==> config.mk <==
export PLATFORM = sky130hd
export DESIGN_NAME = rr_dispatch_buffer
export DESIGN_NICKNAME = d
export VERILOG_FILES = /design/src/rtl/rr_dispatch_buffer.sv
export SDC_FILE = /design/constraint.sdc
export NUM_CORES = 1
export LEC_CHECK = 0
export ABC_CLOCK_PERIOD_IN_PS = 4350
export CAP_MARGIN = 15
export CORE_UTILIZATION = 40
export DETAILED_ROUTE_END_ITERATION = 7
export HOLD_SLACK_MARGIN = 0.1
export REMOVE_ABC_BUFFERS = 1
export SLEW_MARGIN = 0
export SYNTH_ARGS = -nofsm -noshare
export SYNTH_HDL_FRONTEND = slang
export SYNTH_SLANG_ARGS = --single-unit
==> constraint.sdc <==
create_clock -name clk -period 4.35 [get_ports clk]
set_clock_uncertainty 0.2 [all_clocks]
set_input_delay 0.435 -clock clk [delete_from_list [all_inputs] [get_ports clk]]
set_output_delay 0.435 -clock clk [all_outputs]
set_load 0.01 [all_outputs]
==> src/rtl/rr_dispatch_buffer.sv <==
// rr_dispatch_buffer
//   Decoupling queue in front of the register-rename stage. Decode pushes
//   groups of INSTR_COUNT logical destination registers over valid/ready.
//   Rename sees the oldest buffered group under a valid/stall protocol. A
//   recovery request flushes every buffered (wrong-path) group. While rename
//   is recovering, the output is withheld but correct-path groups are still
//   accepted.
//
// Ports
//   clk          clock
//   rst_n        synchronous active-low reset
//   in_valid     decode presents a group
//   in_l_dst     incoming group, slot i at [i*LREG_W +: LREG_W]
//   in_ready     buffer accepts the group this cycle
//   l_dst        head group to rename (same slot packing as in_l_dst)
//   l_dst_valid  head group valid
//   inst_en      identical copy of l_dst_valid
//   stall        rename cannot take the head this cycle
//   rec_en       recovery request: flush buffer
//   rec_busy     rename is in recovery: mask output, keep accepting input
//   count        occupied entries
module rr_dispatch_buffer #(
  parameter int INSTR_COUNT = 2,
  parameter int L_REGISTERS = 32,
  parameter int DEPTH       = 4,
  localparam int LREG_W     = $clog2(L_REGISTERS),
  localparam int CNT_W      = $clog2(DEPTH + 1)
) (
  input  logic                          clk,
  input  logic                          rst_n,
  input  logic                          in_valid,
  input  logic [INSTR_COUNT*LREG_W-1:0] in_l_dst,
  output logic                          in_ready,
  output logic [INSTR_COUNT*LREG_W-1:0] l_dst,
  output logic                          l_dst_valid,
  output logic                          inst_en,
  input  logic                          stall,
  input  logic                          rec_en,
  input  logic                          rec_busy,
  output logic [CNT_W-1:0]              count
);

  localparam int PTR_W = $clog2(DEPTH);
  localparam int GRP_W = INSTR_COUNT * LREG_W;

  logic [GRP_W-1:0] mem [DEPTH];
  logic [PTR_W-1:0] head;
  logic [PTR_W-1:0] tail;
  logic             push;
  logic             pop;

  // in_ready deliberately ignores a same-cycle pop, so a full buffer refuses
  // input even while draining. This keeps a stall-to-ready path out of decode.
  assign in_ready    = (count < CNT_W'(DEPTH)) && !rec_en;
  assign l_dst_valid = (count != '0) && !rec_en && !rec_busy;
  assign inst_en     = l_dst_valid;
  assign push        = in_valid && in_ready;
  assign pop         = l_dst_valid && !stall;

  // Head is read straight from registered storage. Nothing from the inputs
  // reaches l_dst within the same cycle.
  assign l_dst = mem[head];

  // NOTE: storage has no reset. Only entries between head and tail are ever
  // presented, and each of those was written by a push first.
  always_ff @(posedge clk) begin
    if (push) begin
      mem[tail] <= in_l_dst;
    end
  end

  // NOTE: sequential state uses non-blocking assignments only, so every
  // branch reads the pre-edge values of head/tail/count.
  always_ff @(posedge clk) begin
    if (!rst_n) begin
      head  <= '0;
      tail  <= '0;
      count <= '0;
    end else if (rec_en) begin
      // Flush wins over everything. push and pop are already gated off by
      // rec_en, so no half-applied transfer can leak through.
      head  <= '0;
      tail  <= '0;
      count <= '0;
    end else begin
      if (push) tail <= tail + PTR_W'(1);
      if (pop)  head <= head + PTR_W'(1);
      case ({push, pop})
        2'b10:   count <= count + CNT_W'(1);
        2'b01:   count <= count - CNT_W'(1);
        default: count <= count;
      endcase
    end
  end

`ifndef SYNTHESIS
  always_ff @(posedge clk) begin
    if (rst_n) begin
      assert (!(push && count == CNT_W'(DEPTH)))
        else $fatal(1, "rr_dispatch_buffer: push while full");
      assert (!(pop && count == '0))
        else $fatal(1, "rr_dispatch_buffer: pop while empty");
      assert (!(in_valid && $isunknown(in_l_dst)))
        else $fatal(1, "rr_dispatch_buffer: unknown in_l_dst with in_valid");
    end
  end
`endif

endmodule

==> insert_results.sql <==
INSERT INTO impl_metrics (metric_group, metric, value, unit) VALUES
('worst_setup_path', 'path_delay_family', 'flip-flops', ''),
('floorplanning', 'fp-row-count', '24', ''),
('finish', 'finish.net_count', '163', ''),
('status', 'status', 'finished clean', ''),
('pwr', 'net-switching-power', '168', 'uW'),
('worst_setup_path', 'critPathRequiredTime', '3.71', 'ns'),
('run', 'drv.max_cap_violation_count', '0', ''),
('pwr', 'report.power.total', '938', 'uW'),
('synth', 'yosys-top-cells-area', 'edfxtp_1 (62%), mux4_2 (12%), dfxtp_1 (9.4%)', ''),
('global_routing', 'first_global_vias', '996', ''),
('finish', 'antenna_cells_inserted', '0', ''),
('global_routing', 'grt_use_total', '13.2', '%'),
('timing', 'final-setup-viol-count', '0', ''),
('worst_setup_path', 'timing.critical_path.slowest_cell_delay', '0.78', 'ns'),
('worst_setup_path', 'critPathMaxFanout', '10', ''),
('synth', 'post-synth-top-area-cell', 'edfxtp_1', ''),
('floorplanning', 'die_area', '0.00509', 'sq mm'),
('synth', 'synth.lib_cells_used.distinct', '23', ''),
('floorplanning', 'core-area', '0.00447', 'sq mm'),
('clock_tree', 'clkSinkCount', '49', ''),
('pwr', 'power_per_cell_area', '389', 'mW/mm^2'),
('worst_setup_path', 'worst-path-buf-inv', '1', ''),
('hold_path', 'hp-class', 'register to register', ''),
('hold_path', 'worstHoldEndpoint', 'head[1]', ''),
('drt', 'detailedRoute.firstPassIterationCount', '6', ''),
('pwr', 'p_int', '770', 'uW'),
('worst_setup_path', 'timing_worst_setup_path_type', 'register to output port', ''),
('pwr', 'pwr-share-seq', '54.9', '%'),
('synth', 'synth_top_cell_area_share', '62.5', '%'),
('floorplanning', 'die_x', '71.3', 'um'),
('floorplanning', 'top_level_i_o_count', '32', ''),
('synth', 'yosys_warnings', '0', ''),
('worst_setup_path', 'timing.critical_path.to_type', 'output port', ''),
('timing', 'max_frequency', '354', 'MHz'),
('drt', 'detail_route.drc_violations', '0', ''),
('clock_tree', 'post-cts-setup-buffer-count', '0', ''),
('clock_tree', 'clockBufferDepth', '2', ''),
('timing', 'hold_violations', '0', ''),
('global_routing', 'antenna_found_initial', '0', ''),
('pwr', 'ir_worst_vdd', '168', 'uV'),
('timing', 'unrepaired_setup_endpoints_after_global_routing', 'false', ''),
('hold_path', 'timing.hold.worst_path_depth', '2', ''),
('drt', 'wirelength', '3.08', 'mm'),
('finish', 'flow.area_growth_from_synthesis', '25.4', '%'),
('synth', 'synth_commonest_cells', 'edfxtp_1 (40), mux4_2 (10), dfxtp_1 (9), nor2_1 (7), inv_1 (6)', ''),
('timing', 'tns', '0', 'ns'),
('clock_tree', 'cts_root_buffer', 'clkbuf_8', ''),
('clock_tree', 'htree_num_levels', '2', ''),
('synth', 'postSynth.topFlopCell', 'edfxtp_1', ''),
('timing', 'worstMarginPinSlew', '0.706', 'ns'),
('worst_setup_path', 'r2r_setup_slack', '2.08', 'ns'),
('timing', 'finalWorstPathRequiredPeriod', '2.82', 'ns'),
('synth', 'register_bit_count_reported_by_yosys', '49', ''),
('placed_design', 'finalWeightedCongestion', '0.759', ''),
('drt', 'vias', '976', ''),
('pwr', 'clock_power_share', '39.8', '%'),
('floorplanning', 'floorplan.initialDensity', '43.0', '%'),
('synth', 'synth_enable_flop_cells', '40', ''),
('hold_path', 'worst_hold_startpoint', 'head[1]', ''),
('synth', 'syn_area_per_cell', '18.0', 'sq um'),
('clock_tree', 'cts_resized', '0', ''),
('pwr', 'power.share.switching', '17.9', '%'),
('finish', 'drive_gt1_share', '13.4', '%'),
('global_routing', 'grt_pass1_wl', '4.77', 'mm'),
('clock_tree', 'clkSlewWorstSetupHoldPaths', '0.08', 'ns'),
('global_routing', 'grt_overflow', '0', ''),
('worst_setup_path', 'cp-start-kind', 'register', ''),
('placed_design', 'detailed_place_hpwl', '2.11', 'mm'),
('synth', 'synth_seq_area_share', '71.8', '%'),
('global_routing', 'largest_net_degree_at_the_start_of_global_routing', '16', ''),
('synth', 'async_reset_ff_share', '0', '%');
[stage by stage]
stage                     cell area, sq um  utilization, %  hold WS [ns]  instances  worst slack, ns
after global routing                  2410            53.9         0.345        194             1.38
after global placement                2280            50.9         0.279        186             1.44
after floorplan                       1900               -         0.259        103             2.01
after detailed placement              2280            50.9         0.297        186             1.37
after CTS                             2410            53.9         0.316        194             1.46
final                                 2410            53.9         0.310        194             1.53
[per-layer routing]
layer	wire length, um	vias to the layer above	global-route usage [%]
met5	0	-	0
met4	46	0	6.67
met3	105	5	3.94
met2	1560	18	22.5
met1	1370	478	15.1
li1	-	475	-
[tightest hold or removal path: cells and delay by family, from the launching register on]
family         cells  cell delay, ns
flip-flops         1            0.31
AO/OA/AOI/OAI      2            0.15
[registers in the layout (all words and copies together) (netlist names), named ones only]
name,cells
tail,2
mem,40
head,2
count,3
[worst max-delay path by stage]
stage	from	endpoint	slack, ns
2_1_floorplan	rec_en	count[2]	2.01
3_5_place_dp	rec_en	count[2]	1.37
5_1_grt	register	l_dst[2]	1.38
3_3_place_gp	rec_en	count[2]	1.44
4_1_cts	register	l_dst[2]	1.46
6_report	register	l_dst[2]	1.53
[layout make-up]
| class | instances | area, sq um |
|---|---|---|
| Timing Repair Buffer | 31 | 310 |
| Clock inverter | 3 | 65.1 |
| Tap cell | 52 | 65.1 |
| Clock buffer | 5 | 68.8 |
| Inverter | 6 | 22.5 |
| Sequential cell | 49 | 1380 |
| Multi-Input combinational cell | 48 | 499 |
| Fill cell | 360 | 2060 |
[cells in the final DEF, fill, tap and decap left out, drive strengths merged]
cell type | synthesis | routed
nor3 | 2 | 2
clkinv | 0 | 1
nor2 | 7 | 7
edfxtp | 40 | 40
or4b | 1 | 1
bufinv | 0 | 2
xnor2 | 1 | 1
ha | 5 | 5
fa | 1 | 1
mux4 | 10 | 10
inv | 6 | 6
nor3b | 1 | 1
clkdlybuf4s50 | 0 | 31
dfxtp | 9 | 9
nand2b | 1 | 1
mux2i | 1 | 1
or3 | 4 | 4
o21ai | 3 | 3
a21oi | 5 | 5
clkbuf | 1 | 5
and2 | 4 | 4
xor2 | 2 | 2
[power groups by stage]
stage	Combinational (uW)	Sequential [uW]	Clock [uW]
4_1_cts	50.2	515	380
3_3_place_gp	48.9	526	0
3_5_place_dp	50.1	526	0
2_1_floorplan	17.8	526	0
6_report	49.6	515	374
5_1_grt	53.5	516	401
[cell families after synthesis]
group	after synthesis	synth area share [%]
adders and majority gates	6	4.29
buffers and inverters	10	2.21
muxes	11	12.2
DFF	49	71.8
AOI/OAI and AO/OA	8	2.08
xor gates and xnor gates	3	1.37
and+or+nand+nor	20	5.99
No activity file was read; power rests on OpenSTA's default activity.
